File: config.mk
export PLATFORM = sky130hd
export DESIGN_NAME = arb_rr_oht_flat
export DESIGN_NICKNAME = d
export VERILOG_FILES = /design/src/rtl/arb_rr_oht_if.sv /design/src/rtl/arb_rr_oht.sv /design/src/flat_wrapper.sv
export SDC_FILE = /design/constraint.sdc
export NUM_CORES = 1
export LEC_CHECK = 0
export BUFFER_PORTS_ARGS = -buffer_cell sky130_fd_sc_hd__buf_2
export CAP_MARGIN = 20
export CORE_UTILIZATION = 65
export CTS_CLUSTER_DIAMETER = 200
export DETAILED_ROUTE_END_ITERATION = 8
export HOLD_SLACK_MARGIN = 0.06
export PLACE_DENSITY = 0.91
export SLEW_MARGIN = 20
export SYNTH_ARGS = -nofsm -noshare
export SYNTH_HDL_FRONTEND = slang
export SYNTH_SLANG_ARGS = --single-unit
File: constraint.sdc
create_clock -name clk -period 8 [get_ports clk]
set_clock_uncertainty 0.05 [all_clocks]
set_input_delay 0 -clock clk [delete_from_list [all_inputs] [get_ports clk]]
set_output_delay 0 -clock clk [all_outputs]
set_load 0.02 [all_outputs]
File: src/rtl/arb_rr_oht_if.sv
// Request/grant bundle for the round-robin one-hot arbiter.
// master: requester side, slave: arbiter side.
interface arb_rr_oht_if #(
   parameter int WIDTH = 16
);
   localparam int WIDTH_LOG = $clog2(WIDTH);

   logic [WIDTH-1:0]     req;
   logic                 gnt_vld;
   logic [WIDTH_LOG-1:0] gnt_bin;
   logic [WIDTH-1:0]     gnt;

   modport master (
      output req,
      input  gnt_vld,
      input  gnt_bin,
      input  gnt
   );

   modport slave (
      input  req,
      output gnt_vld,
      output gnt_bin,
      output gnt
   );
endinterface

File: src/rtl/arb_rr_oht.sv
// Round-robin arbiter with registered binary grant, one-hot decode and an
// optional maximum grant length (HOLD, 0 = unlimited).

// Binary to one-hot decoder, split into a low field of SPLIT bits and a high
// field of the remaining bits whose partial decodes are ANDed together.
module bin2oht #(
   parameter int WIDTH = 16,
   parameter int SPLIT = 4
) (
   input  logic                     vld,
   input  logic [$clog2(WIDTH)-1:0] bin,
   output logic [WIDTH-1:0]         oht
);
   localparam int BW   = $clog2(WIDTH);
   localparam int LO_W = (SPLIT < 1) ? 1 : ((SPLIT < BW) ? SPLIT : BW);
   localparam int HI_W = BW - LO_W;
   localparam int LO_N = 1 << LO_W;
   localparam int HI_N = 1 << HI_W;

   logic [LO_N-1:0] lo_oht;
   logic [HI_N-1:0] hi_oht;

   // Decode the low field
   always_comb begin
      lo_oht = '0;
      lo_oht[bin[LO_W-1:0]] = 1'b1;
   end

   generate
      if (HI_W == 0) begin : g_no_hi
         // Whole index fits in the low field; the high stage only carries vld
         always_comb hi_oht = vld;
      end else begin : g_hi
         // Decode the high field, gated by vld
         always_comb begin
            hi_oht = '0;
            hi_oht[bin[BW-1:LO_W]] = vld;
         end
      end
   endgenerate

   genvar g;
   generate
      for (g = 0; g < WIDTH; g++) begin : g_oht
         assign oht[g] = hi_oht[g / LO_N] & lo_oht[g % LO_N];
      end
   endgenerate
endmodule

module arb_rr_oht #(
   parameter int WIDTH = 16,
   parameter int SPLIT = 4,
   parameter int HOLD  = 0
) (
   input logic          clk,
   input logic          rst,
   arb_rr_oht_if.slave  bus
);
   localparam int WIDTH_LOG = $clog2(WIDTH);
   localparam int CNT_W     = (HOLD > 0) ? $clog2(HOLD + 1) : 1;
   localparam logic [CNT_W-1:0] CNT_LAST = (HOLD > 0) ? CNT_W'(HOLD - 1) : '0;

   typedef enum logic {
      IDLE  = 1'b0,
      GRANT = 1'b1
   } state_t;

   state_t               state_q, state_d;
   logic [WIDTH_LOG-1:0] ptr_q, ptr_d;
   logic [CNT_W-1:0]     cnt_q, cnt_d;
   logic                 gnt_vld_q, gnt_vld_d;
   logic [WIDTH_LOG-1:0] gnt_bin_q, gnt_bin_d;

   logic [WIDTH_LOG-1:0] pick;
   logic [WIDTH_LOG-1:0] idx;
   logic                 found;
   logic                 hold_last;
   logic                 rel;

   // Find the first requester at or after ptr, wrapping through WIDTH-1 -> 0
   always_comb begin
      found = 1'b0;
      pick  = ptr_q;
      idx   = '0;
      for (int unsigned i = 0; i < WIDTH; i++) begin
         idx = ptr_q + WIDTH_LOG'(i);
         if (!found && bus.req[idx]) begin
            found = 1'b1;
            pick  = idx;
         end
      end
   end

   // Next-state, pointer, hold counter and grant register inputs
   always_comb begin
      state_d   = state_q;
      ptr_d     = ptr_q;
      cnt_d     = cnt_q;
      gnt_vld_d = gnt_vld_q;
      gnt_bin_d = gnt_bin_q;
      hold_last = (HOLD > 0) && (cnt_q == CNT_LAST);
      rel       = !bus.req[gnt_bin_q] || hold_last;
      case (state_q)
         IDLE: begin
            if (|bus.req) begin
               state_d   = GRANT;
               gnt_vld_d = 1'b1;
               gnt_bin_d = pick;
               cnt_d     = '0;
            end
         end
         GRANT: begin
            // Release always returns to IDLE, so a requester that is dropped
            // and re-requests in the same cycle re-arbitrates from the new ptr
            if (rel) begin
               state_d   = IDLE;
               gnt_vld_d = 1'b0;
               ptr_d     = gnt_bin_q + 1'b1;
               cnt_d     = '0;
            end else if (HOLD > 0) begin
               cnt_d = cnt_q + 1'b1;
            end
         end
         default: begin
            state_d   = IDLE;
            gnt_vld_d = 1'b0;
         end
      endcase
   end

   // State registers with asynchronous reset
   always_ff @(posedge clk or posedge rst) begin
      if (rst) begin
         state_q   <= IDLE;
         ptr_q     <= '0;
         cnt_q     <= '0;
         gnt_vld_q <= 1'b0;
         gnt_bin_q <= '0;
      end else begin
         state_q   <= state_d;
         ptr_q     <= ptr_d;
         cnt_q     <= cnt_d;
         gnt_vld_q <= gnt_vld_d;
         gnt_bin_q <= gnt_bin_d;
      end
   end

   assign bus.gnt_vld = gnt_vld_q;
   assign bus.gnt_bin = gnt_bin_q;

   bin2oht #(
      .WIDTH (WIDTH),
      .SPLIT (SPLIT)
   ) u_bin2oht (
      .vld (gnt_vld_q),
      .bin (gnt_bin_q),
      .oht (bus.gnt)
   );
endmodule

File: src/flat_wrapper.sv
// flat-port wrapper written by rule: the top's interface ports become plain ports
module arb_rr_oht_flat 
#(
   parameter int WIDTH = 16,
   parameter int SPLIT = 4,
   parameter int HOLD  = 0
)
  (clk, rst, bus_req, bus_gnt_vld, bus_gnt_bin, bus_gnt);
  arb_rr_oht_if #(.WIDTH(WIDTH)) bus_i ();
  input logic clk;
  input logic rst;
  input wire logic [$bits(bus_i.req)-1:0] bus_req;
  output wire logic [$bits(bus_i.gnt_vld)-1:0] bus_gnt_vld;
  output wire logic [$bits(bus_i.gnt_bin)-1:0] bus_gnt_bin;
  output wire logic [$bits(bus_i.gnt)-1:0] bus_gnt;
  assign bus_i.req = bus_req;
  assign bus_gnt_vld = bus_i.gnt_vld;
  assign bus_gnt_bin = bus_i.gnt_bin;
  assign bus_gnt = bus_i.gnt;
  arb_rr_oht #(.WIDTH(WIDTH), .SPLIT(SPLIT), .HOLD(HOLD)) u_core (.clk(clk), .rst(rst), .bus(bus_i));
endmodule
==> results summary, run 1 <==
The detailed router finished its first iteration with 449 violations. The yosys synthesis warning count is 0. sky130_fd_sc_hd__nor2_1 is the most common cell in the netlist. The first global-routing pass estimated around 16000 um of wire. The floorplan die area came out at ~5100 sq um.

The path class of the tightest hold or removal check is in -> async. The critical path is of the reg -> reg type. The maximum count of clock buffers along a single path is 2. The antenna diode count is 0. Synthesis inferred 10 register bits. Entering global routing, the biggest net connects 32 pins.

Of the cells placed in the final design, the portion with a size suffix greater than 1 is 0.254. The final critical delay including setup and external delays is 5100 ps. The clock-pin slew on the worst setup and hold paths is roughly 50 ps. The transition time of the tightest slew-check pin is 975 ps. The detailed-router iteration count before antenna repair is 7. The data arrival time of the worst path is approximately 5000 ps. Setup repair after global routing left no endpoint under its margin. Timing would allow up to 196 MHz. The number of failing hold endpoints at the final stage is 0.

The most instantiated flip-flop cell in the synthesis netlist is sky130_fd_sc_hd__dfrtp_1. The initial standard-cell utilization of the core came out at 0.696. For this run the aggregate overflow at the end of global routing stands at 0. In this run the number of H-tree levels came out at 1.

The vias after detailed routing came out at about 3300. The headroom to the max-slew limit came out at 0.345. The detailed-placement wirelength estimate is 6960 um. Pin placement for this block handled 39 I/O pins. The CTS tree is yes.

The tool flagged a number of max-cap violations equal to 0. The setup slack of the most critical reg-to-reg path is roughly 2900 ps. The fraction of the yosys area taken by sequential cells came out at 0.0798. The via-per-instance ratio is roughly 7.8. The max-slew violation total from the final report is 0. The net count after synthesis came out at between 300 and 400. The layout overhead on the synthesized area came out at 5.98%. Across every metal layer, demand over resource in global routing totals 0.391. The required time of the critical path came out at between 8000 and 9000 ps.

The initial antenna violation count was 0. The post-detailed-route count of antenna-violating nets is 0. The average cell area after synthesis is just under 9 sq um. The biggest area contributor in the post-synthesis netlist is sky130_fd_sc_hd__mux4_2. During placement, the flow inserted port buffers numbering 38. In the post-synthesis netlist, the biggest area contributors are sky130_fd_sc_hd__mux4_2, sky130_fd_sc_hd__dfrtp_1, sky130_fd_sc_hd__mux2i_1.

The number of distinct library cells after synthesis is 77. The setup TNS is 0 ps. The total number of placement rows is 24. For this block, the routed nets add up to 9670 um of wire. Once the clock tree was built, the setup fixing pass inserted 0 buffers. STA classifies the critical path startpoint as a flop. Clock latency on the worst-skew pair, taken at its later pin, is 230 ps. By count the netlist is led by sky130_fd_sc_hd__nor2_1, sky130_fd_sc_hd__nand2_1, sky130_fd_sc_hd__mux2i_1, sky130_fd_sc_hd__mux4_2.

The number of global-route vias before repair came to ~3100. The weighted congestion at the end of routability-driven global placement came out at 0.976. The floorplan die width came out at slightly above 70 um.

The final layout net count is slightly above 400. The share of the cycle needed by the critical path after routing is 0.637. The share of Yosys cell area claimed by the top area cell type is 0.151. The number of sinks on the clock net is 10.

The floorplan step defined a core boundary enclosing about 4500 sq um. In the routed design, unresolved DRC markers number 0. The final number of setup-violating endpoints came out at 0. The number of buffers added by the clock tree synthesis step is 3. The tree is rooted in a sky130_fd_sc_hd__clkbuf_8. The proportion of register bits with asynchronous set or reset after synthesis is 1.00. The detail-routed net length per standard cell came out at ~22 um. The run finished with clean final reports. Counting flops with a built-in enable in the synthesized netlist gives 0. The biggest fanout along the worst timing path came out at 28.

The die height came out at slightly above 70 um. STA classifies the critical path endpoint as a flop. The post-synthesis cell area is roughly 3100 sq um.

The synthesized instance count came out at around 360.
-- critical path, stage by stage, from the launching register on --
cell and delay (ps):
sky130_fd_sc_hd__dfrtp_1 320, sky130_fd_sc_hd__buf_4 360, sky130_fd_sc_hd__inv_1 320, sky130_fd_sc_hd__ha_1 880, sky130_fd_sc_hd__mux2_1 410, sky130_fd_sc_hd__mux4_1 650, sky130_fd_sc_hd__mux2_4 380, sky130_fd_sc_hd__or4b_4 560
sky130_fd_sc_hd__nor3_4 360, sky130_fd_sc_hd__nand4b_1 290, sky130_fd_sc_hd__o221ai_1 270, sky130_fd_sc_hd__o211ai_1 120
-- cell families (layout without fill, tap and decap cells) --
family,count (synthesis),after routing,synth area share
buf+inv,32,55,0.0594
flops,10,10,0.0798
xor+xnor,13,13,0.0423
simple gates,131,131,0.213
compound gates,86,86,0.197
mux,72,72,0.365
fa+ha+maj,11,11,0.0439
-- per-stage QoR --
step,setup slack (ps),hold slack [ps],instance area [sq um],cells,utilization
floorplan,3170,-210,3140,355,-
global route,2660,318,3320,430,0.738
detailed placement,2670,-65.5,3260,425,0.723
global placement,2880,-67.5,3260,425,0.723
finish,2900,268,3320,430,0.738
CTS,2660,246,3320,430,0.738
-- area by class of cell --
cell class	count	area, sq um
sequential	10	251
timing repair buffer	41	215
tap	52	65.1
clock buffer	4	55.1
fill	317	1180
multi-input combinational	313	2700
inverter	10	37.5
-- final timing paths --
path                            startpoint               endpoint  cells past startpoint
hold reg to reg             u_core.state_q         u_core.state_q                      2
min in group clk               bus_req[10]         u_core.state_q                      4
max in group asynchronous              rst        u_core.ptr_q[0]                      3
hold / removal                         rst        u_core.ptr_q[2]                      3
setup / recovery           u_core.ptr_q[1]  u_core.bus.gnt_bin[3]                     11
setup reg to reg           u_core.ptr_q[1]  u_core.bus.gnt_bin[3]                     11
-- routing by layer --
layer	track usage	part of all wire	vias to the layer above
li1	-	-	1449
met1	0.507	0.36	1548
met2	0.647	0.47	289
met3	0.0788	0.14	49
met4	0.155	0.034	0
met5	0	0	-
-- sequential cells by signal, summed over array words and instances (netlist names) --
name                count
u_core.bus.gnt_bin      4
u_core.bus.gnt_vld      1
u_core.ptr_q            4
u_core.state_q          1
-- cells in the final DEF (no fill, tap or decap), types with 5 or more instances in the layout --
cell	instances
sky130_fd_sc_hd__ha_1	11
sky130_fd_sc_hd__mux4_2	21
sky130_fd_sc_hd__nor2b_1	5
sky130_fd_sc_hd__nand3_1	6
sky130_fd_sc_hd__dfrtp_1	9
sky130_fd_sc_hd__o21ai_0	10
sky130_fd_sc_hd__o211ai_1	7
sky130_fd_sc_hd__nand2_1	33
sky130_fd_sc_hd__mux2_2	15
sky130_fd_sc_hd__nand2b_1	5
sky130_fd_sc_hd__buf_2	38
sky130_fd_sc_hd__a21oi_1	15
sky130_fd_sc_hd__nor2_1	42
sky130_fd_sc_hd__a221oi_1	5
sky130_fd_sc_hd__o22ai_1	5
sky130_fd_sc_hd__nor3_1	9
sky130_fd_sc_hd__mux4_1	8
sky130_fd_sc_hd__mux2i_1	24
sky130_fd_sc_hd__xnor2_1	9
sky130_fd_sc_hd__inv_1	8
sky130_fd_sc_hd__a22oi_1	6
-- repair_timing --
action                                 4_1_cts  5_1_grt
gates resized for setup                      0        0
endpoints found under the hold margin       10        0
hold buffers                                 1        0
Power of run 1 is left out: the tool's default activity adds up to more than one toggle a clock period on the data nets, which glitch-free logic cannot reach.
==> run 2: changes to the inputs <==
--- a/config.mk
+++ b/config.mk
@@ -7,11 +7,11 @@
 export LEC_CHECK = 0
 export BUFFER_PORTS_ARGS = -buffer_cell sky130_fd_sc_hd__buf_2
 export CAP_MARGIN = 20
-export CORE_UTILIZATION = 65
+export CORE_UTILIZATION = 61
 export CTS_CLUSTER_DIAMETER = 200
 export DETAILED_ROUTE_END_ITERATION = 8
 export HOLD_SLACK_MARGIN = 0.06
-export PLACE_DENSITY = 0.91
+export PLACE_DENSITY = 0.86
 export SLEW_MARGIN = 20
 export SYNTH_ARGS = -nofsm -noshare
 export SYNTH_HDL_FRONTEND = slang
==> constraint.sdc (replaced) <==
create_clock -name clk -period 4.72 [get_ports clk]
set_clock_uncertainty 0.05 [all_clocks]
set_input_delay 0 -clock clk [delete_from_list [all_inputs] [get_ports clk]]
set_output_delay 0 -clock clk [all_outputs]
set_load 0.02 [all_outputs]
==> run 2 against run 1 <==
Compared with the run above:
- worst setup slack got worse by 2500 ps
- sequential share of layout area decreased by 0.24 points
- final cell count increased by 5.8%
- wire length decreased by 1.4%
- die area increased by 6.4%
- critical path depth unchanged
- critical endpoint unchanged
==> results summary, run 2 (same netlist as run 1, synthesis figures left out) <==
The data arrival time of the worst path came out at 4410 ps (-740 ps). The share of the cycle needed by the critical path after routing is 0.914 (+0.277). The required time of the critical path is 4820 ps (-3240 ps). The die height came out at 73.7 um (+3.1%). The vias after detailed routing came out at 3314 (-0.63%). The count of port buffers added during placement came out at 38 (unchanged).

The number of top-level pins is 39 (unchanged). The worst hold path class is in -> async. The number of buffers added by the clock tree synthesis step is 3 (unchanged). Clock tree synthesis selected as its root buffer the cell sky130_fd_sc_hd__clkbuf_8. The post-detailed-route count of antenna-violating nets is 0 (unchanged).

The number of failing hold endpoints at the final stage came out at 0 (unchanged). The number of fillers in the final layout came out at 376 (+19%). The clock-pin slew on the worst setup and hold paths came to 50 ps (about the same). The floorplan die width came out at 73.7 um (+3.1%).

The final layout net count is 418 (+2.5%). The final number of setup-violating endpoints came out at 0 (unchanged). The transition time of the tightest slew-check pin is 770 ps (-205 ps). In the layout the commonest cells are sky130_fd_sc_hd__nor2_1, sky130_fd_sc_hd__buf_2, sky130_fd_sc_hd__nand2_1. The total DRC errors in the routed layout came out at 0 (unchanged). The detailed-router iteration count before antenna repair came out at 5 (-2). The floorplan die area came out at 5430 sq um (+6.4%).

The number of max-cap violations is 0 (unchanged). The remaining global-route overflow is 0 (unchanged). The critical path in this run is classified as reg -> reg. The area inside the core boundary came out at 4850 sq um (+7.6%).

The biggest cell delay along the critical path is 750 ps (-130 ps). The signal on the critical path passes through inv_1 -> ha_1 -> mux4_1 -> o211ai_1 -> nand4_1 -> or3_1 -> nor4b_2 -> nor2_1 -> o311ai_0 -> a22oi_1 -> o211ai_1. The biggest fanout along the worst timing path is 13 (-54%).

The number of global-route vias before repair came to 3127 (+2.3%). The total area of multi-input combinational cells came to 2700 sq um (unchanged). The number of sinks on the clock net is 10 (unchanged). The wire length of the first global-routing pass came out at 15100 um (-2.8%).

The number of H-tree levels was 1 (unchanged). The setup TNS came out at 0 ps (unchanged). The leading cell type in the layout, fill and taps excluded is sky130_fd_sc_hd__nor2_1. The final critical delay including setup and external delays was 4310 ps (-784 ps).

The antenna diode count is 0 (unchanged). The latest clock arrival within the worst-skew pair is 240 ps (about the same). The detailed-route wire length came out at 9540 um (-1.4%). The max-slew violation total from the final report is 0 (unchanged). The flow ran to the end, and the final reports show no timing, DRC or antenna violations.

The layout overhead on the synthesized area is 8.94%. The detailed-placement wirelength estimate is 7010 um (+0.63%). The detailed router's first-iteration violation count came to 300 (-33%). The headroom to the max-slew limit came out at 0.483 (+0.138).

STA classifies the critical path endpoint as a flop. The register area came to 250 sq um (-0.50%). The global-route total usage across every layer is 0.365 (-0.0258).

Among the stages of the critical path, the cell type that occurs most often is sky130_fd_sc_hd__o211ai_1. The detail-routed net length per standard cell was 21.0 um (-6.8%). The fmax came out at 232 MHz (+18%). The weighted congestion at the end of routability-driven global placement came out at 0.980 (+0.38%).

The type of origin of the critical path is a flop. The via-per-instance ratio came out at 7.28 (-6.1%). The total number of placement rows came to 25 (+4.2%).

The maximum count of clock buffers along a single path is 2 (unchanged). The initial standard-cell utilization of the core came out at 0.647 (-0.0494). The CTS tree is yes. The pin count of the biggest net entering global routing is 31 (-3.1%).

The initial antenna violation count came out at 0 (unchanged). The fraction of layout instances using a drive strength above 1 is 0.271 (+0.0167). The cell type of the slowest stage on the worst timing path is sky130_fd_sc_hd__mux4_1. Setup repair after global routing left no endpoint under its margin.
-- run 2: cell count changes in the layout (fill, tap and decap cells not counted), sizes merged --
| cell | delta |
|---|---|
| buf | +10 |
-- run 2: stage by stage --
step / std cells / hold WS (ps) / worst slack [ps] / area (sq um) / utilization
6_report: 455 / 249 / 406 / 3420 / 0.705
4_1_cts: 455 / 251 / 466 / 3420 / 0.705
2_1_floorplan: 355 / -210 / 37.9 / 3140 / -
3_3_place_gp: 450 / -55.2 / 642 / 3350 / 0.691
5_1_grt: 455 / 319 / 260 / 3420 / 0.705
3_5_place_dp: 450 / -51.5 / 500 / 3350 / 0.691
-- run 2: final cells by class --
| class | count | area share |
|---|---|---|
| inverters | 10 | 0.0110 |
| well taps | 67 | 0.0245 |
| multi-input cells | 313 | 0.790 |
| clock buffers | 4 | 0.0161 |
| repair buffers | 51 | 0.0850 |
| flip-flops and latches | 10 | 0.0732 |
-- run 2: layer usage --
layer | global-route usage | up-vias | wire, um
met4 | 0.150 | 0 | 375
li1 | - | 1472 | -
met1 | 0.468 | 1573 | 3790
met2 | 0.622 | 226 | 4340
met3 | 0.0453 | 43 | 1040
met5 | 0 | - | 0
-- run 2: critical path, delay by kind of cell (launching register included) --
| kind | cells | cell delay, ps |
|---|---|---|
| AOI/OAI and AO/OA | 4 | 770 |
| DFF | 1 | 350 |
| and+or+nand+nor | 4 | 1560 |
| muxes | 1 | 750 |
| adders and majority gates | 1 | 630 |
| buffers and inverters | 1 | 90 |
-- run 2: timing repair --
| action | CTS | global route |
|---|---|---|
| hold endpoints to repair | 10 | 0 |
| setup buffers | 0 | 0 |
| hold buffers | 1 | 0 |
| gates resized for setup | 0 | 0 |
-- run 2: worst paths after layout --
kind,slack (ps),depth (start not counted),to,startpoint
worst max-delay path,410,11,u_core.bus.gnt_bin[3],u_core.ptr_q[0]
worst min-delay path,250,3,u_core.bus.gnt_bin[0],rst
worst max register to register,410,11,u_core.bus.gnt_bin[3],u_core.ptr_q[0]
worst min register to register,510,2,u_core.state_q,u_core.state_q
max in group asynchronous,4100,3,u_core.ptr_q[1],rst
min in group clk,380,4,u_core.state_q,bus_req[10]
Power of run 2 is left out for the same reason.
==> run 3: changes to the inputs <==
--- a/config.mk
+++ b/config.mk
@@ -7,6 +7,7 @@
 export LEC_CHECK = 0
 export BUFFER_PORTS_ARGS = -buffer_cell sky130_fd_sc_hd__buf_2
 export CAP_MARGIN = 20
+export CORE_ASPECT_RATIO = 0.6
 export CORE_UTILIZATION = 61
 export CTS_CLUSTER_DIAMETER = 200
 export DETAILED_ROUTE_END_ITERATION = 8
==> run 3 against run 2 <==
Compared with the run above:
- the run now ends with design-rule violations left
- global-route usage grew 3.4 points
- utilization grew 1.3 points
- via count grew 2.3%
- worst hold slack improved by 0.51 ps
- count of clock-buffer cells in the layout is the same
- highest routed layer unchanged
- first-iteration DRC count rose by 110%
- register-to-register slack got worse by 40 ps
- final cell count fell by 0.88%
- wire length rose by 8.5%
- critical path depth is the same
- sequential share of layout area hardly changed
==> results summary, run 3 (same netlist as run 1, synthesis figures left out) <==
The flow ran to the end, but the final reports show violations. The final reports fail on design-rule violations. The required time of the critical path came out at 4780 ps (-40 ps). The count of port buffers added during placement is 38 (unchanged).

By instance count, the cell type seen most on the critical path is sky130_fd_sc_hd__o211ai_1. The detailed router's first-iteration violation count was 627 (+110%). The share of the cycle needed by the critical path after routing came out at 0.922 (+0.00826). The signal on the critical path passes through inv_1 -> ha_1 -> mux2_1 -> mux4_1 -> mux2_4 -> or4b_4 -> nor3_4 -> o211ai_1 -> o211ai_1 -> xnor2_1 -> o21ai_0. The number of buffers added by the clock tree synthesis step is 3 (unchanged). The floorplan die area came out at 5440 sq um (+0.17%). The biggest cell delay along the critical path was 680 ps (-70 ps). The detailed-placement wirelength estimate came out at 7650 um (+9.2%). The number of sinks on the clock net came to 10 (unchanged). The worst hold path class is in -> async. The post-detailed-route count of antenna-violating nets came out at 0 (unchanged).

The setup TNS was 0 ps (unchanged). The detail-routed net length per standard cell is 22.9 um (+9.4%). The number of global-route vias before repair is 3168 (+1.3%).

The maximum count of clock buffers along a single path came out at 2 (unchanged). The total number of placement rows is 19 (-24%). The remaining global-route overflow came out at 0 (unchanged). In the layout the commonest cells are sky130_fd_sc_hd__nor2_1, sky130_fd_sc_hd__buf_2, sky130_fd_sc_hd__nand2_1.

The final layout net count is 418 (unchanged). The area inside the core boundary came out at 4750 sq um (-1.9%). The max-slew violation total from the final report came to 0 (unchanged). The final number of setup-violating endpoints is 0 (unchanged).

The leading cell type in the layout, fill and taps excluded is sky130_fd_sc_hd__nor2_1. The number of H-tree levels came out at 1 (unchanged). The transition time of the tightest slew-check pin came out at 791 ps (+21.0 ps). The wire length of the first global-routing pass is 16500 um (+9.4%).

The via-per-instance ratio came out at 7.51 (+3.2%). The total setup buffers inserted after CTS is 0 (unchanged). STA classifies the critical path startpoint as a flop.

The detailed-route wire length came to 10300 um (+8.5%). The critical path is of the reg -> reg type. The initial standard-cell utilization of the core was 0.660 (+0.0128). The post-CTS resize count is 0 (unchanged). The global-route total usage across every layer came out at 0.399 (+0.0338).

The fmax came out at 230 MHz (-0.90%). The final core utilization came out at 0.718 (+0.0129). The biggest fanout along the worst timing path is 13 (unchanged). Setup repair after global routing left no endpoint under its margin. The cell chosen for the clock root is sky130_fd_sc_hd__clkbuf_8. The vias after detailed routing was 3389 (+2.3%). The worst setup path is captured at a flop. The buffer and inverter count on the worst path came out at 1 (unchanged). The clock-pin slew on the worst setup and hold paths is 60 ps (about the same). The die height came out at 57.5 um (-22%). The latest clock arrival within the worst-skew pair is 250 ps (about the same).

The data arrival time of the worst path was 4410 ps (about the same). The detailed-router iteration count before antenna repair came out at 9 (+4). The number of failing hold endpoints at the final stage is 0 (unchanged). The hold-fix buffer count after cts came to 1 (unchanged).

The final critical delay including setup and external delays is 4350 ps (+39.0 ps). The family with the most delay on the worst path is multiplexers. TritonCTS built the clock tree.

For this design, the slowest cell found on the critical path is sky130_fd_sc_hd__ha_1. The weighted congestion at the end of routability-driven global placement is 0.969 (-1.1%). The total DRC errors in the routed layout is 1 (+1). The number of top-level pins is 39 (unchanged).

The layout overhead on the synthesized area came out at 8.78%. The initial antenna violation count is 0 (unchanged). The floorplan die width is 94.6 um (+28%). The number of max-cap violations is 0 (unchanged). The fraction of layout instances using a drive strength above 1 is 0.271 (unchanged). The headroom to the max-slew limit is 0.472 (-0.0103). The pin count of the biggest net entering global routing is 31 (unchanged). The antenna diode count is 0 (unchanged).
==> run 3: routing by layer <==
layer  global-route usage  vias up  wire, um
met1                0.602     1539      4120
met2                0.571      319      4330
met5                    0        -         0
met3               0.0667       63      1460
met4                0.149        0       440
li1                     -     1468         -
==> run 3: metrics by stage <==
stage | area [sq um] | setup slack [ps] | hold slack (ps) | cells
final | 3410 | 367 | 249 | 451
after global routing | 3410 | 139 | 293 | 451
after CTS | 3410 | 453 | 254 | 451
after detailed placement | 3350 | 453 | -33.8 | 446
after global placement | 3350 | 571 | -49.5 | 446
after floorplan | 3140 | 37.9 | -210 | 355
==> run 3: worst min-delay path: cells and delay by family <==
family	cells	cell delay [ps]
buffers and inverters	3	980
==> run 3: path summary, 6_finish.rpt <==
check / start / endpoint / slack, ps / depth (start not counted)
max in group asynchronous: rst / u_core.ptr_q[1] / 4060 / 3
min in group clk: bus_req[9] / u_core.state_q / 380 / 4
worst max-delay path: u_core.ptr_q[1] / u_core.bus.gnt_bin[0] / 370 / 11
worst min-delay path: rst / u_core.bus.gnt_bin[0] / 250 / 3
worst min register to register: u_core.state_q / u_core.state_q / 500 / 2
worst max register to register: u_core.ptr_q[1] / u_core.bus.gnt_bin[0] / 370 / 11
==> run 3: cell type report <==
type | instances | area (sq um)
clock buffer | 4 | 55.1
fill | 371 | 1340
inverter | 10 | 37.5
multi-input combinational | 313 | 2700
sequential | 10 | 250
tap | 63 | 78.8
timing repair buffer | 51 | 290
Power of run 3 is left out for the same reason.
